==> config.mk <==
export PLATFORM = sky130hd
export DESIGN_NAME = data_mem_arbiter_flat
export DESIGN_NICKNAME = d
export VERILOG_FILES = /design/src/rtl/data_mem_arbiter_if.sv /design/src/rtl/data_mem_arbiter.sv /design/src/flat_wrapper.sv
export SDC_FILE = /design/constraint.sdc
export NUM_CORES = 1
export LEC_CHECK = 0
export BUFFER_PORTS_ARGS = -buffer_cell sky130_fd_sc_hd__buf_2
export CAP_MARGIN = 30
export CORE_AREA = 3 3 162 164
export CTS_CLUSTER_DIAMETER = 50
export CTS_CLUSTER_SIZE = 28
export DETAILED_ROUTE_END_ITERATION = 8
export DIE_AREA = 0 0 165 167
export HOLD_SLACK_MARGIN = 0.06
export SYNTH_ARGS = -nofsm -noshare
export SYNTH_HDL_FRONTEND = slang
export SYNTH_SLANG_ARGS = --single-unit
==> constraint.sdc <==
create_clock -name clk -period 2.55 [get_ports clk]
set_input_delay 0.1275 -clock clk [delete_from_list [all_inputs] [get_ports clk]]
set_output_delay 0.1275 -clock clk [all_outputs]
set_load 0.01 [all_outputs]
==> src/rtl/data_mem_arbiter_if.sv <==
// Requester, response and memory-side bus of the data memory arbiter.
// The arbiter takes the slave view; requesters plus the memory array take the master view.
interface data_mem_arbiter_if #(
  parameter int NUM_REQ    = 4,
  parameter int DATA_WIDTH = 32,
  parameter int ADDR_WIDTH = 32
);
  logic [NUM_REQ-1:0]            req_valid;
  logic [NUM_REQ-1:0]            req_ready;
  logic [NUM_REQ-1:0]            req_we;
  logic [NUM_REQ-1:0]            req_lock;
  logic [NUM_REQ*ADDR_WIDTH-1:0] req_addr;
  logic [NUM_REQ*DATA_WIDTH-1:0] req_wdata;

  logic [NUM_REQ-1:0]            rsp_valid;
  logic [DATA_WIDTH-1:0]         rsp_rdata;
  logic                          rsp_err;

  logic                          mem_we;
  logic [ADDR_WIDTH-1:0]         mem_addr;
  logic [DATA_WIDTH-1:0]         mem_wdata;
  logic [DATA_WIDTH-1:0]         mem_rdata;

  logic [15:0]                   err_count;

  modport master (
    output req_valid, req_we, req_lock, req_addr, req_wdata, mem_rdata,
    input  req_ready, rsp_valid, rsp_rdata, rsp_err,
    input  mem_we, mem_addr, mem_wdata, err_count
  );

  modport slave (
    input  req_valid, req_we, req_lock, req_addr, req_wdata, mem_rdata,
    output req_ready, rsp_valid, rsp_rdata, rsp_err,
    output mem_we, mem_addr, mem_wdata, err_count
  );
endinterface

==> src/rtl/data_mem_arbiter.sv <==
// Round-robin arbiter sharing one single-port data memory between NUM_REQ requesters,
// with address legality filtering, registered responses and an owner lock with timeout.
module data_mem_arbiter #(
  parameter int                    NUM_REQ         = 4,
  parameter int                    DATA_WIDTH      = 32,
  parameter int                    ADDR_WIDTH      = 32,
  parameter int                    ADDR_REAL_WIDTH = 20,
  parameter logic [ADDR_WIDTH-1:0] DATA_BASE       = 32'h1000_0000,
  parameter int                    LOCK_TIMEOUT    = 16
) (
  input logic               clk,
  input logic               rst_n,
  data_mem_arbiter_if.slave bus
);

  localparam int IDX_W = $clog2(NUM_REQ);
  localparam int TMO_W = $clog2(LOCK_TIMEOUT + 1);
  localparam logic [ADDR_WIDTH-1:0] MEM_LAST = ADDR_WIDTH'((64'd1 << ADDR_REAL_WIDTH) - 64'd4);
  localparam logic [TMO_W-1:0]      TMO_LAST = TMO_W'(LOCK_TIMEOUT - 1);

  typedef enum logic {
    UNLOCKED = 1'b0,
    LOCKED   = 1'b1
  } lock_state_e;

  lock_state_e           state_q, state_d;
  logic [IDX_W-1:0]      owner_q, owner_d;
  logic [IDX_W-1:0]      last_grant_q, last_grant_d;
  logic [TMO_W-1:0]      tmo_q, tmo_d;

  logic [NUM_REQ-1:0]    rsp_valid_q;
  logic                  rsp_err_q;
  logic [DATA_WIDTH-1:0] rsp_rdata_q;
  logic [15:0]           err_cnt_q;

  logic                  accept;
  logic [IDX_W-1:0]      grant_idx;
  logic [IDX_W-1:0]      cand;
  logic [NUM_REQ-1:0]    grant;
  logic [ADDR_WIDTH-1:0] win_addr;
  logic [DATA_WIDTH-1:0] win_wdata;
  logic                  win_we;
  logic                  win_lock;
  logic                  legal;
  logic                  mem_we_c;
  logic [ADDR_WIDTH-1:0] mem_addr_c;
  logic [DATA_WIDTH-1:0] mem_wdata_c;

  // Grant selection: the lock owner only, otherwise first valid after last_grant.
  always_comb begin
    accept    = 1'b0;
    grant_idx = '0;
    cand      = '0;
    grant     = '0;
    if (rst_n) begin
      if (state_q == LOCKED) begin
        if (bus.req_valid[owner_q]) begin
          accept    = 1'b1;
          grant_idx = owner_q;
        end
      end else begin
        for (int k = 1; k <= NUM_REQ; k++) begin
          cand = IDX_W'((int'(last_grant_q) + k) % NUM_REQ);
          if (!accept && bus.req_valid[cand]) begin
            accept    = 1'b1;
            grant_idx = cand;
          end
        end
      end
      if (accept) grant[grant_idx] = 1'b1;
    end
  end

  always_comb begin
    win_addr  = bus.req_addr[int'(grant_idx)*ADDR_WIDTH +: ADDR_WIDTH];
    win_wdata = bus.req_wdata[int'(grant_idx)*DATA_WIDTH +: DATA_WIDTH];
    win_we    = bus.req_we[grant_idx];
    win_lock  = bus.req_lock[grant_idx];
    legal     = (win_addr >= DATA_BASE) &&
                ((win_addr - DATA_BASE) <= MEM_LAST) &&
                (win_addr[1:0] == 2'b00);
  end

  // Illegal or absent accesses park the memory at DATA_BASE with writes disabled.
  always_comb begin
    mem_we_c    = 1'b0;
    mem_addr_c  = DATA_BASE;
    mem_wdata_c = '0;
    if (accept && legal) begin
      mem_we_c    = win_we;
      mem_addr_c  = win_addr;
      mem_wdata_c = win_wdata;
    end
  end

  always_comb begin
    state_d      = state_q;
    owner_d      = owner_q;
    last_grant_d = last_grant_q;
    tmo_d        = tmo_q;
    if (accept) begin
      last_grant_d = grant_idx;
      tmo_d        = '0;
      if (win_lock) begin
        state_d = LOCKED;
        owner_d = grant_idx;
      end else begin
        state_d = UNLOCKED;
      end
    end else if (state_q == LOCKED) begin
      // Only reached while the owner is idle; a valid owner always wins over expiry.
      if (tmo_q == TMO_LAST) begin
        state_d      = UNLOCKED;
        tmo_d        = '0;
        last_grant_d = owner_q;
      end else begin
        tmo_d = tmo_q + 1'b1;
      end
    end
  end

  always_ff @(posedge clk or negedge rst_n) begin
    if (!rst_n) begin
      state_q      <= UNLOCKED;
      owner_q      <= '0;
      last_grant_q <= IDX_W'(NUM_REQ - 1);
      tmo_q        <= '0;
    end else begin
      state_q      <= state_d;
      owner_q      <= owner_d;
      last_grant_q <= last_grant_d;
      tmo_q        <= tmo_d;
    end
  end

  always_ff @(posedge clk or negedge rst_n) begin
    if (!rst_n) begin
      rsp_valid_q <= '0;
      rsp_err_q   <= 1'b0;
      rsp_rdata_q <= '0;
      err_cnt_q   <= '0;
    end else begin
      rsp_valid_q <= grant;
      rsp_err_q   <= accept && !legal;
      rsp_rdata_q <= (accept && legal && !win_we) ? bus.mem_rdata : '0;
      if (accept && !legal && (err_cnt_q != 16'hFFFF)) begin
        err_cnt_q <= err_cnt_q + 16'd1;
      end
    end
  end

  assign bus.req_ready = grant;
  assign bus.rsp_valid = rsp_valid_q;
  assign bus.rsp_err   = rsp_err_q;
  assign bus.rsp_rdata = rsp_rdata_q;
  assign bus.mem_we    = mem_we_c;
  assign bus.mem_addr  = mem_addr_c;
  assign bus.mem_wdata = mem_wdata_c;
  assign bus.err_count = err_cnt_q;

endmodule

==> src/flat_wrapper.sv <==
// flat-port wrapper written by rule: the top's interface ports become plain ports
module data_mem_arbiter_flat 
#(
  parameter int                    NUM_REQ         = 4,
  parameter int                    DATA_WIDTH      = 32,
  parameter int                    ADDR_WIDTH      = 32,
  parameter int                    ADDR_REAL_WIDTH = 20,
  parameter logic [ADDR_WIDTH-1:0] DATA_BASE       = 32'h1000_0000,
  parameter int                    LOCK_TIMEOUT    = 16
)
  (clk, rst_n, bus_req_valid, bus_req_we, bus_req_lock, bus_req_addr, bus_req_wdata, bus_mem_rdata, bus_req_ready, bus_rsp_valid, bus_rsp_rdata, bus_rsp_err, bus_mem_we, bus_mem_addr, bus_mem_wdata, bus_err_count);
  data_mem_arbiter_if #(.NUM_REQ(NUM_REQ), .DATA_WIDTH(DATA_WIDTH), .ADDR_WIDTH(ADDR_WIDTH)) bus_i ();
  input logic clk;
  input logic rst_n;
  input wire logic [$bits(bus_i.req_valid)-1:0] bus_req_valid;
  input wire logic [$bits(bus_i.req_we)-1:0] bus_req_we;
  input wire logic [$bits(bus_i.req_lock)-1:0] bus_req_lock;
  input wire logic [$bits(bus_i.req_addr)-1:0] bus_req_addr;
  input wire logic [$bits(bus_i.req_wdata)-1:0] bus_req_wdata;
  input wire logic [$bits(bus_i.mem_rdata)-1:0] bus_mem_rdata;
  output wire logic [$bits(bus_i.req_ready)-1:0] bus_req_ready;
  output wire logic [$bits(bus_i.rsp_valid)-1:0] bus_rsp_valid;
  output wire logic [$bits(bus_i.rsp_rdata)-1:0] bus_rsp_rdata;
  output wire logic [$bits(bus_i.rsp_err)-1:0] bus_rsp_err;
  output wire logic [$bits(bus_i.mem_we)-1:0] bus_mem_we;
  output wire logic [$bits(bus_i.mem_addr)-1:0] bus_mem_addr;
  output wire logic [$bits(bus_i.mem_wdata)-1:0] bus_mem_wdata;
  output wire logic [$bits(bus_i.err_count)-1:0] bus_err_count;
  assign bus_i.req_valid = bus_req_valid;
  assign bus_i.req_we = bus_req_we;
  assign bus_i.req_lock = bus_req_lock;
  assign bus_i.req_addr = bus_req_addr;
  assign bus_i.req_wdata = bus_req_wdata;
  assign bus_i.mem_rdata = bus_mem_rdata;
  assign bus_req_ready = bus_i.req_ready;
  assign bus_rsp_valid = bus_i.rsp_valid;
  assign bus_rsp_rdata = bus_i.rsp_rdata;
  assign bus_rsp_err = bus_i.rsp_err;
  assign bus_mem_we = bus_i.mem_we;
  assign bus_mem_addr = bus_i.mem_addr;
  assign bus_mem_wdata = bus_i.mem_wdata;
  assign bus_err_count = bus_i.err_count;
  data_mem_arbiter #(.NUM_REQ(NUM_REQ), .DATA_WIDTH(DATA_WIDTH), .ADDR_WIDTH(ADDR_WIDTH), .ADDR_REAL_WIDTH(ADDR_REAL_WIDTH), .DATA_BASE(DATA_BASE), .LOCK_TIMEOUT(LOCK_TIMEOUT)) u_core (.clk(clk), .rst_n(rst_n), .bus(bus_i));
endmodule
==> After elaboration in Yosys (flattened, before gate mapping) <==
Cells that the tools add are included.
{ "word_totals": {"register_bits": 63, "inputBits": 302, "output_inout_bits": 122, "wordCells": 103} }
{ "classes": {"addsub": 7, "magnitude_cmp": 10, "eq_ne": 2, "shift": 2, "muxes": 54, "reduce_logical": 20} }
{ "ops": {"columns": ["op", "count"], "rows": [
  ["indexed part select 128 x 8 -> 32 bit", 2],
  ["2-to-1 mux 32 bit", 3],
  ["greater-or-equal comparator 32 x 29 -> 1 bit (second input constant)", 1],
  ["<= comparator 32 x 20 -> 1 bit (second input constant)", 1],
  ["subtractor 32 x 29 -> 32 bit (second input constant)", 1],
  ["2-to-1 mux 1 bit", 27],
  ["2-to-1 mux 2 bit", 11],
  ["< comparator 2 x 3 -> 1 bit (second input constant)", 7],
  ["adder 16 x 1 -> 16 bit (second input constant)", 1],
  ["!= test 16 bit (second input constant)", 1],
  ["2-to-1 mux 5 bit", 3],
  ["binary-select mux 1 bit (select 2 bit)", 7],
  ["logical AND 1 bit", 10],
  ["2-to-1 mux 4 bit", 2],
  ["adder 5 x 1 -> 5 bit (second input constant)", 1],
  ["equality test 5 x 4 -> 1 bit (second input constant)", 1],
  ["zero test 1 bit", 5],
  ["adder 2 x 1 -> 2 bit (second input constant)", 2],
  ["adder 2 bit (second input constant)", 2],
  ["AND reduction 2 bit", 2],
  ["nonzero test 2 bit", 2],
  ["demux 1 bit (select 2 bit)", 1],
  ["greater-or-equal comparator 2 x 1 -> 1 bit (second input constant)", 1],
  ["zero test 2 bit", 1]
]} }

==> Logic depth before layout (Yosys ltp) <==
Gate-level depths: netlist of run 1.
{ "logic_depth": {"ltp_word": 30, "ltp_mapped": 10, "depth_no_buf": 7} }

==> Worst setup path before layout of run 1 <==
OpenSTA, ideal clock, no wires.
{ "synth_timing": {"path_kind": "register to output", "from": "reg u_core.last_grant_q[1]", "to": "out bus_mem_wdata[10]", "arrival_ps": 2209, "t_required_ps": 2423, "setup_slack_ps": 213, "stages_incl_launch_ff": 10, "n_path_buf": 3, "cell_sequence": "dfstp_2 > mux2i_1 > o22ai_1 > o31a_1 > buf_6 > clkbuf_1 > buf_1 > a31oi_1 > nor2_1 > a311oi_1"} }
{ "synth_between": {"elab_chain_cells": 29, "word_cells_on_any_way": 48, "cone_classes": "5 x add/sub; 2 x order compare; 2 x shift; 29 x mux; 10 x reduce/logical"} }
{ "synth_lines": {"columns": ["element", "line", "source"], "rows": [
  ["start, declared", "data_mem_arbiter.sv:28", "logic [IDX_W-1:0] last_grant_q, last_grant_d;"],
  ["start signal, assigned", "data_mem_arbiter.sv:126", "last_grant_q <= IDX_W'(NUM_REQ - 1);"],
  ["start signal, assigned", "data_mem_arbiter.sv:131", "last_grant_q <= last_grant_d;"],
  ["adder 2 x 1 -> 2 bit", "data_mem_arbiter.sv:63", "cand = IDX_W'((int'(last_grant_q) + k) % NUM_REQ);"],
  ["binary-select mux 1 bit (select 2 bit)", "data_mem_arbiter.sv:64", "if (!accept && bus.req_valid[cand]) begin"],
  ["2-to-1 mux 1 bit (not written as such)", "data_mem_arbiter.sv:64", null],
  ["2-to-1 mux 1 bit", "data_mem_arbiter.sv:64", null],
  ["2-to-1 mux 1 bit", "data_mem_arbiter.sv:56", "if (state_q == LOCKED) begin"],
  ["2-to-1 mux 1 bit", "data_mem_arbiter.sv:55", "if (rst_n) begin"],
  ["zero test 1 bit", "data_mem_arbiter.sv:64", null],
  ["logical AND 1 bit", "data_mem_arbiter.sv:64", null],
  ["(+12 left out)", null, null],
  ["2-to-1 mux 2 bit (2 in a row)", "data_mem_arbiter.sv:55", null],
  ["indexed part select 128 x 8 -> 32 bit", "data_mem_arbiter.sv:75", "win_addr = bus.req_addr[int'(grant_idx)*ADDR_WIDTH +: ADDR_WIDTH];"],
  ["subtractor 32 x 29 -> 32 bit", "data_mem_arbiter.sv:80", "((win_addr - DATA_BASE) <= MEM_LAST) &&"],
  ["<= comparator 32 x 20 -> 1 bit", "data_mem_arbiter.sv:80", null],
  ["logical AND 1 bit", "data_mem_arbiter.sv:79", "legal = (win_addr >= DATA_BASE) &&"],
  ["logical AND 1 bit", "data_mem_arbiter.sv:80", null],
  ["logical AND 1 bit", "data_mem_arbiter.sv:89", "if (accept && legal) begin"],
  ["2-to-1 mux 32 bit (*)", "data_mem_arbiter.sv:89", null],
  ["end, declared", "flat_wrapper.sv:27", "output wire logic [$bits(bus_i.mem_wdata)-1:0] bus_mem_wdata;"]
]} }
Mark *: on every way between the ends. The rest lies on a longest branch, timed or not. The select of a mux whose other input is x is not followed.

==> Final worst setup path of run 1 <==
{ "layout_timing": {"from": "reg u_core.last_grant_q[1]", "to": "out bus_mem_wdata[15]"} }
The elaborated chain is that of the path after synthesis.

==> key figures, run 1 <==
Outcome
  – Failing checks: setup timing
  – Status: finished, violations left

Global route
  – Largest net degree at the start of global routing: 90
  – Initial antenna violation count: 14
  – Vias in the first global route: 6149
  – First-pass GRT wire length: 35000 um
  – Remaining global-route overflow: 0
  – Overall routing resource usage: 16.6%

Logic synthesis
  – Synth Flop Type: dfrtp_1
  – Avg Cell Area, Syn: 8.44 um^2
  – Seq/Total Area, Yosys: 33.4%
  – Post-synth cell types: 49
  – Post-synth EDFFs: 0
  – Synth area leader: dfrtp_1
  – Top cell type's share of synthesized area: 32.2%
  – Synth Instances: 561
  – Syn Std Cell Area: 4730 um^2
  – Synth Register Bits: 63
  – Synth warn: 0
  – Synth top area cells: dfrtp_1 32%, mux4_2 8.6%, nor2_1 6.7%, a311oi_1 5.9%, nand2_1 5.6%
  – Fraction of registers with async set/reset: 100%

Worst hold path
  – Worst Hold Class: input port to register

Timing
  – Final hold violations: 0
  – Worst-margin pin slew: 0.510 ns
  – RSZ-0062 raised after global routing: yes
  – Final hold slack: 0.115 ns
  – Fmax: 346 MHz
  – Final Slew Violations: 0
  – # setup viols final: 71
  – Fin crit period: 2.89 ns
  – Relative slew slack: 66.0%
  – TNS Setup: -16.75 ns
  – Clock skew: 0.00548 ns
  – Final Cycle Share: 113%
  – Final worst-path setup slack: -0.340 ns

Route
  – Routed WL per cell: 18.3 um
  – Post-Route WL: 25400 um
  – Initial DRC count: 380
  – Drt pass-1 iters: 5
  – Antenna Nets Post-Route: 0
  – Drt via density: 4.54
  – Vias: 6288
  – DRC viols: 0

Clock network
  – Longest Clk Path Bufs: 2
  – H-tree depth: 3
  – Clk root buf: clkbuf_16
  – Clock sink total: 63
  – Clock transition at path regs: 0.05 ns
  – CTS tree: done
  – CTS Buf Count: 9
  – Worst-Skew Late Latency: 0.32 ns

Final layout
  – Storage element area: 1580 um^2
  – Fillers: 2589
  – Final nets: 1345
  – Fin area: 8850 um^2
  – Area Growth Syn to Fin: 86.9%
  – Multi-input logic area: 3110 um^2
  – Share of post-route cells with drive strength above 1: 54.9%

Power and ir drop
  – Leak Pwr: 4.61 nW
  – IR Drop Worst-Case VDD: 0.000395 V
  – Total power draw: 6.23 mW
  – PD cells: 705 nW/um^2

Worst setup path
  – Startpoint Class: register
  – Crit Path Class: register to output port
  – Reg2Reg Depth: 13
  – Setup crit end: bus_mem_wdata[15]
  – WP data required: 2.42 ns
  – CP Capture Type: output port
  – CP Launch Point: u_core.last_grant_q[1]
  – FF-to-FF Start: u_core.last_grant_q[1]
  – CP arrival: 2.76 ns
  – Reg2reg setup slack: -0.18 ns
  – R2r endpoint: u_core.bus.err_count[12]
  – Crit path max fanout: 5

Floorplanning
  – Std-Cell Rows: 58
  – Chip width: 165 um
  – Die Y: 167 um
  – # IOs: 424
  – Initial Utilization: 18.9%
  – Core ar.: 25000 um^2
  – Total die area: 27600 um^2

Placement
  – GPL Wtd Cong: 0.975
  – Place WS: -0.0583 ns
  – PortBufs: 409
  – DP Area: 7410 um^2
  – HPWL Detailed: 19100 um

Flow run
  – Max cap viols: 0
[kinds of logic (layout without fill, tap and decap cells)]
| family | count (synthesis) | count (layout) | synth area share (%) |
|---|---|---|---|
| simple gates | 267 | 267 | 27.4 |
| buf+inv | 90 | 563 | 9.36 |
| compound gates | 88 | 88 | 14.4 |
| flops | 63 | 63 | 33.4 |
| mux | 33 | 33 | 11.8 |
| xor+xnor | 16 | 16 | 2.96 |
| fa+ha+maj | 2 | 2 | 0.529 |
| other cells | 2 | 24 | 0.159 |
[synthesized netlist by cell type (10+ instances only)]
master and instances:
nor2_1 84, nand2_1 70, dfrtp_1 61, and2_1 37, inv_1 33, a311oi_1 32
a31oi_1 32, clkbuf_1 23, nor2b_1 19, mux4_2 18, buf_4 15, xnor2_1 15
nand4_1 14, mux2i_1 13, buf_2 12, and3_1 10
[worst min path at each step]
stage / from / end / slack (ns) / depth (start not counted)
global route: bus_req_lock[1] / u_core.owner_q[0] / 0.17 / 3
detailed placement: rst_n / u_core.bus.rsp_rdata[26] / 0.16 / 2
global placement: rst_n / u_core.bus.rsp_rdata[26] / 0.16 / 2
floorplan: rst_n / u_core.bus.err_count[0] / -0.17 / 0
finish: bus_req_lock[1] / u_core.owner_q[0] / 0.12 / 3
CTS: bus_req_lock[1] / u_core.owner_q[0] / 0.10 / 3
[metal layers]
layer	vias up	share of wire (%)	routed length [um]	track usage, %
met5	-	0.11	27	0
met4	4	3.0	760	6.89
met3	54	8.8	2240	4.43
met2	343	52	13100	29.2
met1	2969	37	9270	18.6
li1	2918	-	-	-
[timing repair]
item | in CTS | in global routing
gates cloned | 5 | 6
endpoints found under the setup margin | 84 | 102
resized for setup | 43 | 36
hold endpoints to repair | 37 | 0
hold buffers | 33 | 0
pin swaps | 11 | 12
setup buffers | 16 | 2
[report_power, final]
group | leakage [nW] | switching, mW | internal (mW)
logic | 3.61 | 1.88 | 1.85
clock network | 0.146 | 0.426 | 0.778
registers | 0.853 | 0.135 | 1.17
[cell type report]
class / instances / share of cell area (%)
inverter: 33 / 1.40
multi-input combinational: 420 / 35.1
clock buffer: 12 / 2.79
tap: 330 / 4.67
antenna: 10 / 0.283
sequential: 63 / 17.9
clock inverter: 4 / 0.509
timing repair buffer: 514 / 37.4
[critical path, stage by stage (launching register included)]
cell and delay (ns):
dfstp_2 0.55, mux2i_1 0.22, o22ai_2 0.09, o31a_2 0.33, buf_6 0.14, mux2i_4 0.19, o221ai_4 0.17, buf_8 0.18
buf_16 0.14, a311oi_2 0.22, buf_2 0.19
[placed cells by master, fill, tap and decap left out, types with 31 or more instances in the layout]
master         count
dlygate4sd3_1     33
nor2_1            83
nand2_1           69
a311oi_2          31
inv_1             33
buf_2            407
buf_4             41
and2_1            36
dfrtp_1           61
a31oi_1           31
[metrics by stage]
| step | instances | util [%] |
|---|---|---|
| CTS | 1368 | 33.9 |
| finish | 1386 | 35.3 |
| detailed placement | 1299 | 29.6 |
| floorplan | 573 | - |
| global route | 1386 | 35.3 |
| global placement | 1299 | 29.6 |
[flip-flops by register name (all words and copies together) (netlist names)]
register	count
u_core.bus.rsp_rdata	32
u_core.bus.err_count	16
u_core.tmo_q	5
u_core.bus.rsp_valid	4
u_core.last_grant_q	2
u_core.owner_q	2
u_core.bus.rsp_err	1
u_core.state_q	1
No activity file was read; power rests on OpenSTA's default activity.
==> run 2: changes to the inputs <==
- GPL_TIMING_DRIVEN: default -> 0
==> key figures, run 2 (synthesis gave the netlist of run 1 again) <==
Outcome
  – Status: finished, violations left
  – Failing checks: setup timing

Route
  – Initial DRC count: 369
  – Drt pass-1 iters: 5
  – Antenna Nets Post-Route: 0
  – Vias: 6275
  – DRC viols: 0
  – Post-Route WL: 25400 um
  – Drt via density: 4.49
  – Routed WL per cell: 18.2 um

Global route
  – Remaining global-route overflow: 0
  – Overall routing resource usage: 16.8%
  – Largest net degree at the start of global routing: 62
  – Vias in the first global route: 6262
  – First-pass GRT wire length: 35500 um
  – Initial antenna violation count: 13

Timing
  – RSZ-0062 raised after global routing: yes
  – Fmax: 331 MHz
  – Fin crit period: 3.02 ns
  – Clock skew: 0.00307 ns
  – # setup viols final: 100
  – Final Slew Violations: 0
  – Worst-margin pin slew: 0.670 ns
  – Relative slew slack: 55.3%
  – Final worst-path setup slack: -0.467 ns
  – TNS Setup: -28.04 ns
  – Final hold violations: 0
  – Final Cycle Share: 118%

Worst setup path
  – Crit path max-delay family: compound AO/OA/AOI/OAI gates
  – Crit path max fanout: 10
  – Buf/Inv on CP: 3
  – WP data required: 2.42 ns
  – CP max stage delay: 0.57 ns
  – CP arrival: 2.89 ns
  – Worst path slowest cell: dfstp_2
  – CP Capture Type: output port
  – Crit Path Class: register to output port
  – Startpoint Class: register
  – CP Cell Sequence: mux2i_2 > o22ai_2 > o31a_1 > buf_6 > mux2i_4 > o221ai_4 > buf_8 > a311oi_4 > buf_2

Final layout
  – Number of flip-flops in the largest register: 32
  – Area Growth Syn to Fin: 87.0%
  – Most frequent cells in the layout: 410 x buf_2, 81 x nor2_1, 69 x nand2_1
  – Most common library cell in the layout ignoring fill and taps: buf_2
  – Final std cells w/o fill: 1399
  – Final nets: 1362
  – Fillers: 2634
  – Share of post-route cells with drive strength above 1: 56.7%

Placement
  – GPL Wtd Cong: 0.967
  – HPWL Detailed: 19800 um
  – Cells after DPL: 1313
  – PortBufs: 409

Power and ir drop
  – Clk pwr share: 20.9%
  – PD cells: 685 nW/um^2
  – Logic pwr share: 57.3%
  – IR Drop Worst-Case VDD: 0.000542 V
  – Net switching power: 2.43 mW
  – Sw frac: 40.1%
  – Total power draw: 6.06 mW
  – Internal: 3.63 mW
  – Leak Pwr: 4.61 nW
  – Sequential power share: 21.7%

Clock network
  – Worst-Skew Late Latency: 0.32 ns
  – Clock transition at path regs: 0.05 ns
  – Longest Clk Path Bufs: 2
  – Clock sink total: 63
  – H-tree depth: 3
  – Clk root buf: clkbuf_16
  – CTS tree: done
  – CTS Buf Count: 9

Floorplanning
  – # IOs: 424
  – Initial Utilization: 18.9%
  – Std-Cell Rows: 58
  – Die Y: 167 um
  – Core ar.: 25000 um^2
  – Chip width: 165 um
  – Total die area: 27600 um^2

Worst hold path
  – Worst Hold Class: input port to register

Flow run
  – Max cap viols: 0
==> run 2: per-stage QoR <==
step | util, % | worst slack, ns | hold WS, ns | instance area (um^2)
4_1_cts | 33.4 | -0.479 | 0.106 | 8370
3_5_place_dp | 28.9 | -0.929 | 0.311 | 7250
2_1_floorplan | - | 0.213 | -0.168 | 4780
5_1_grt | 35.3 | -0.579 | 0.165 | 8850
3_3_place_gp | 28.9 | -1.41 | 0.334 | 7240
6_report | 35.3 | -0.467 | 0.124 | 8850
==> run 2: power by group through the flow <==
stage / clock, mW / combinational [mW] / sequential [mW]
after floorplan: 0 / 1.67 / 1.35
after detailed placement: 0 / 2.71 / 1.33
after global placement: 0 / 2.69 / 1.33
after CTS: 1.30 / 3.15 / 1.31
final: 1.27 / 3.48 / 1.32
after global routing: 1.35 / 3.77 / 1.34
==> run 2: worst paths after layout <==
kind	endpoint	startpoint	slack [ns]	cells past startpoint
setup / recovery	bus_mem_wdata[21]	u_core.last_grant_q[1]	-0.47	9
max in group asynchronous	u_core.bus.rsp_rdata[29]	rst_n	1.59	3
setup reg to reg	u_core.bus.err_count[1]	u_core.last_grant_q[1]	-0.35	14
hold / removal	u_core.owner_q[0]	bus_req_lock[1]	0.12	3
hold reg to reg	u_core.bus.err_count[9]	u_core.bus.err_count[9]	0.49	1
min in group asynchronous	u_core.last_grant_q[1]	rst_n	0.61	2
==> run 2: repair_timing <==
action	CTS	global route
gates cloned	2	3
hold endpoints to repair	93	0
setup endpoints to repair	104	103
hold buffers	34	0
resized for setup	78	95
setup buffers	13	14
pin swaps	5	36
==> run 2: routing by layer <==
metal,global-route usage [%],routed length [um]
met5,0,38
met4,5.18,526
met3,4.05,2130
met2,30.3,13400
met1,19.3,9360
==> run 2: cell type report <==
| cell class | count | area [um^2] | share of cell area (%) |
|---|---|---|---|
| Antenna cell | 6 | 15.0 | 0.170 |
| Buffer | 56 | 470 | 5.32 |
| Clock buffer | 13 | 270 | 3.05 |
| Clock inverter | 3 | 40.0 | 0.452 |
| Inverter | 33 | 124 | 1.40 |
| Multi-Input combinational cell | 420 | 3180 | 35.9 |
| Sequential cell | 63 | 1580 | 17.9 |
| Tap cell | 330 | 413 | 4.67 |
| Timing Repair Buffer | 475 | 2760 | 31.1 |
==> run 2: tightest hold or removal path, stage by stage <==
cell,delay [ns]
buf_2,0.09
a21oi_1,0.05
o21ai_0,0.14
==> run 3: changes to the inputs <==
- CELL_PAD_IN_SITES_DETAIL_PLACEMENT: default -> 1
- CELL_PAD_IN_SITES_GLOBAL_PLACEMENT: default -> 2
- CORE_AREA: 3 3 162 164 -> default
- CORE_MARGIN: default -> 3
- CORE_UTILIZATION: default -> 19
- DIE_AREA: 0 0 165 167 -> default
- PLACE_DENSITY: default -> 0.82
==> key figures, run 3 (synthesis gave the netlist of run 1 again) <==
Outcome
  – Status: finished, violations left
  – Failing checks: setup timing

Power and ir drop
  – PD cells: 700 nW/um^2
  – Net switching power: 2.53 mW
  – Sw frac: 41.1%
  – Sequential power share: 21.5%
  – Total power draw: 6.16 mW
  – Leak Pwr: 4.57 nW
  – IR Drop Worst-Case VDD: 0.000339 V
  – Clk pwr share: 20.5%
  – Internal: 3.63 mW
  – Logic pwr share: 58.0%

Final layout
  – Area Growth Syn to Fin: 85.9%
  – Final nets: 1358
  – Share of post-route cells with drive strength above 1: 55.3%
  – Most frequent cells in the layout: 411 x buf_2, 81 x nor2_1, 69 x nand2_1
  – Number of flip-flops in the largest register: 32
  – Most common library cell in the layout ignoring fill and taps: buf_2

Placement
  – GPL Wtd Cong: 0.881
  – Place WS: -0.871 ns
  – PortBufs: 409
  – HPWL Detailed: 20500 um

Route
  – Routed WL per cell: 19.1 um
  – Drt via density: 4.47
  – DRC viols: 0
  – Vias: 6218
  – Post-Route WL: 26500 um
  – Antenna Nets Post-Route: 0
  – Drt pass-1 iters: 4
  – Initial DRC count: 268

Global route
  – Initial antenna violation count: 7
  – Overall routing resource usage: 17.6%
  – Largest net degree at the start of global routing: 62
  – Remaining global-route overflow: 0
  – GR peak layer: met2
  – First-pass GRT wire length: 36300 um
  – Vias in the first global route: 6476
  – Met1 usage: 19.8%
  – Met2 Resource Use GR: 33.0%
  – Met3 global-route usage: 3.86%

Floorplanning
  – Die Y: 164 um
  – # IOs: 424
  – Total die area: 26800 um^2
  – Core ar.: 24400 um^2
  – Chip width: 164 um
  – Std-Cell Rows: 57
  – Initial Utilization: 19.4%

Clock network
  – Longest Clk Path Bufs: 2
  – Clock sink total: 63
  – Clock transition at path regs: 0.05 ns
  – CTS tree: done
  – CTS Buf Count: 9
  – Worst-Skew Late Latency: 0.33 ns
  – H-tree depth: 3
  – Clk root buf: clkbuf_16

Timing
  – Relative slew slack: 55.3%
  – RSZ-0062 raised after global routing: yes
  – Final hold violations: 0
  – Final Cycle Share: 118%
  – # setup viols final: 82
  – Final Slew Violations: 0
  – Clock skew: 0.00602 ns
  – Final worst-path setup slack: -0.449 ns
  – Fin crit period: 3.00 ns
  – Fmax: 333 MHz
  – Worst-margin pin slew: 0.671 ns
  – Final hold slack: 0.123 ns

Worst setup path
  – Crit Path Class: register to output port
  – Startpoint Class: register
  – Crit path max fanout: 9
  – CP Capture Type: output port
  – CP arrival: 2.87 ns
  – WP data required: 2.42 ns
  – Reg2reg setup slack: -0.24 ns

Flow run
  – Max cap viols: 0

Worst hold path
  – Worst Hold Class: input port to register
-- run 3: cell count changes in the layout (fill, tap and decap cells not counted), moves of 4 or more --
cell,before,now
and2_1,7,32
and2_4,31,6
a311oi_1,14,3
a311oi_2,13,24
buf_8,10,5
clkbuf_2,2,6
-- run 3: critical path: stages, from the launching register on --
cell      delay (ns)
dfstp_2         0.57
mux2i_1         0.21
o22ai_2         0.13
o31a_1          0.26
buf_6           0.16
mux2i_4         0.24
o221ai_4        0.17
buf_12          0.19
buf_8           0.14
a311oi_4        0.29
buf_2           0.19
-- run 3: metal layers --
layer	part of all wire (%)	up-vias
li1	-	2948
met3	6.9	32
met1	38	2990
met4	1.7	2
met2	54	246
met5	0.049	-
-- run 3: through the flow --
stage               util, %  instances  instance area (um^2)  setup TNS [ns]
floorplan                 -        573                  4780               0
global placement       29.6       1306                  7230         -108.61
detailed placement     29.7       1306                  7230          -60.37
CTS                    33.7       1363                  8230          -27.31
global route           36.1       1388                  8800          -32.87
finish                 36.1       1390                  8800          -23.21
-- run 3: worst paths after layout --
kind | from | end | depth (start not counted)
setup / recovery | u_core.last_grant_q[1] | bus_mem_wdata[5] | 10
hold reg to reg | u_core.bus.err_count[9] | u_core.bus.err_count[9] | 1
setup reg to reg | u_core.last_grant_q[1] | u_core.bus.rsp_rdata[11] | 13
hold / removal | bus_req_lock[1] | u_core.owner_q[0] | 3
min in group asynchronous | rst_n | u_core.last_grant_q[0] | 2
max in group asynchronous | rst_n | u_core.owner_q[0] | 3
-- run 3: timing repair --
item	4_1_cts	5_1_grt
endpoints found under the hold margin	93	0
cloned	1	4
buffers inserted	6	16
hold buffers	34	0
gates resized for setup	67	93
pin swaps	3	8
setup endpoints to repair	109	100
-- run 3: layout make-up --
class / count / area, um^2
Tap cell: 324 / 405
Clock inverter: 4 / 53.8
Inverter: 33 / 124
Antenna cell: 7 / 17.5
Fill cell: 2981 / 15600
Clock buffer: 12 / 256
Timing Repair Buffer: 470 / 2680
Multi-Input combinational cell: 420 / 3200
Buffer: 57 / 484
Sequential cell: 63 / 1580
-- run 3: power groups by stage --
| stage | registers, mW | clock network [mW] | logic [mW] |
|---|---|---|---|
| global placement | 1.33 | 0 | 2.72 |
| floorplan | 1.35 | 0 | 1.67 |
| finish | 1.33 | 1.26 | 3.57 |
| CTS | 1.32 | 1.30 | 3.11 |
| global route | 1.35 | 1.35 | 3.90 |
| detailed placement | 1.34 | 0 | 2.76 |
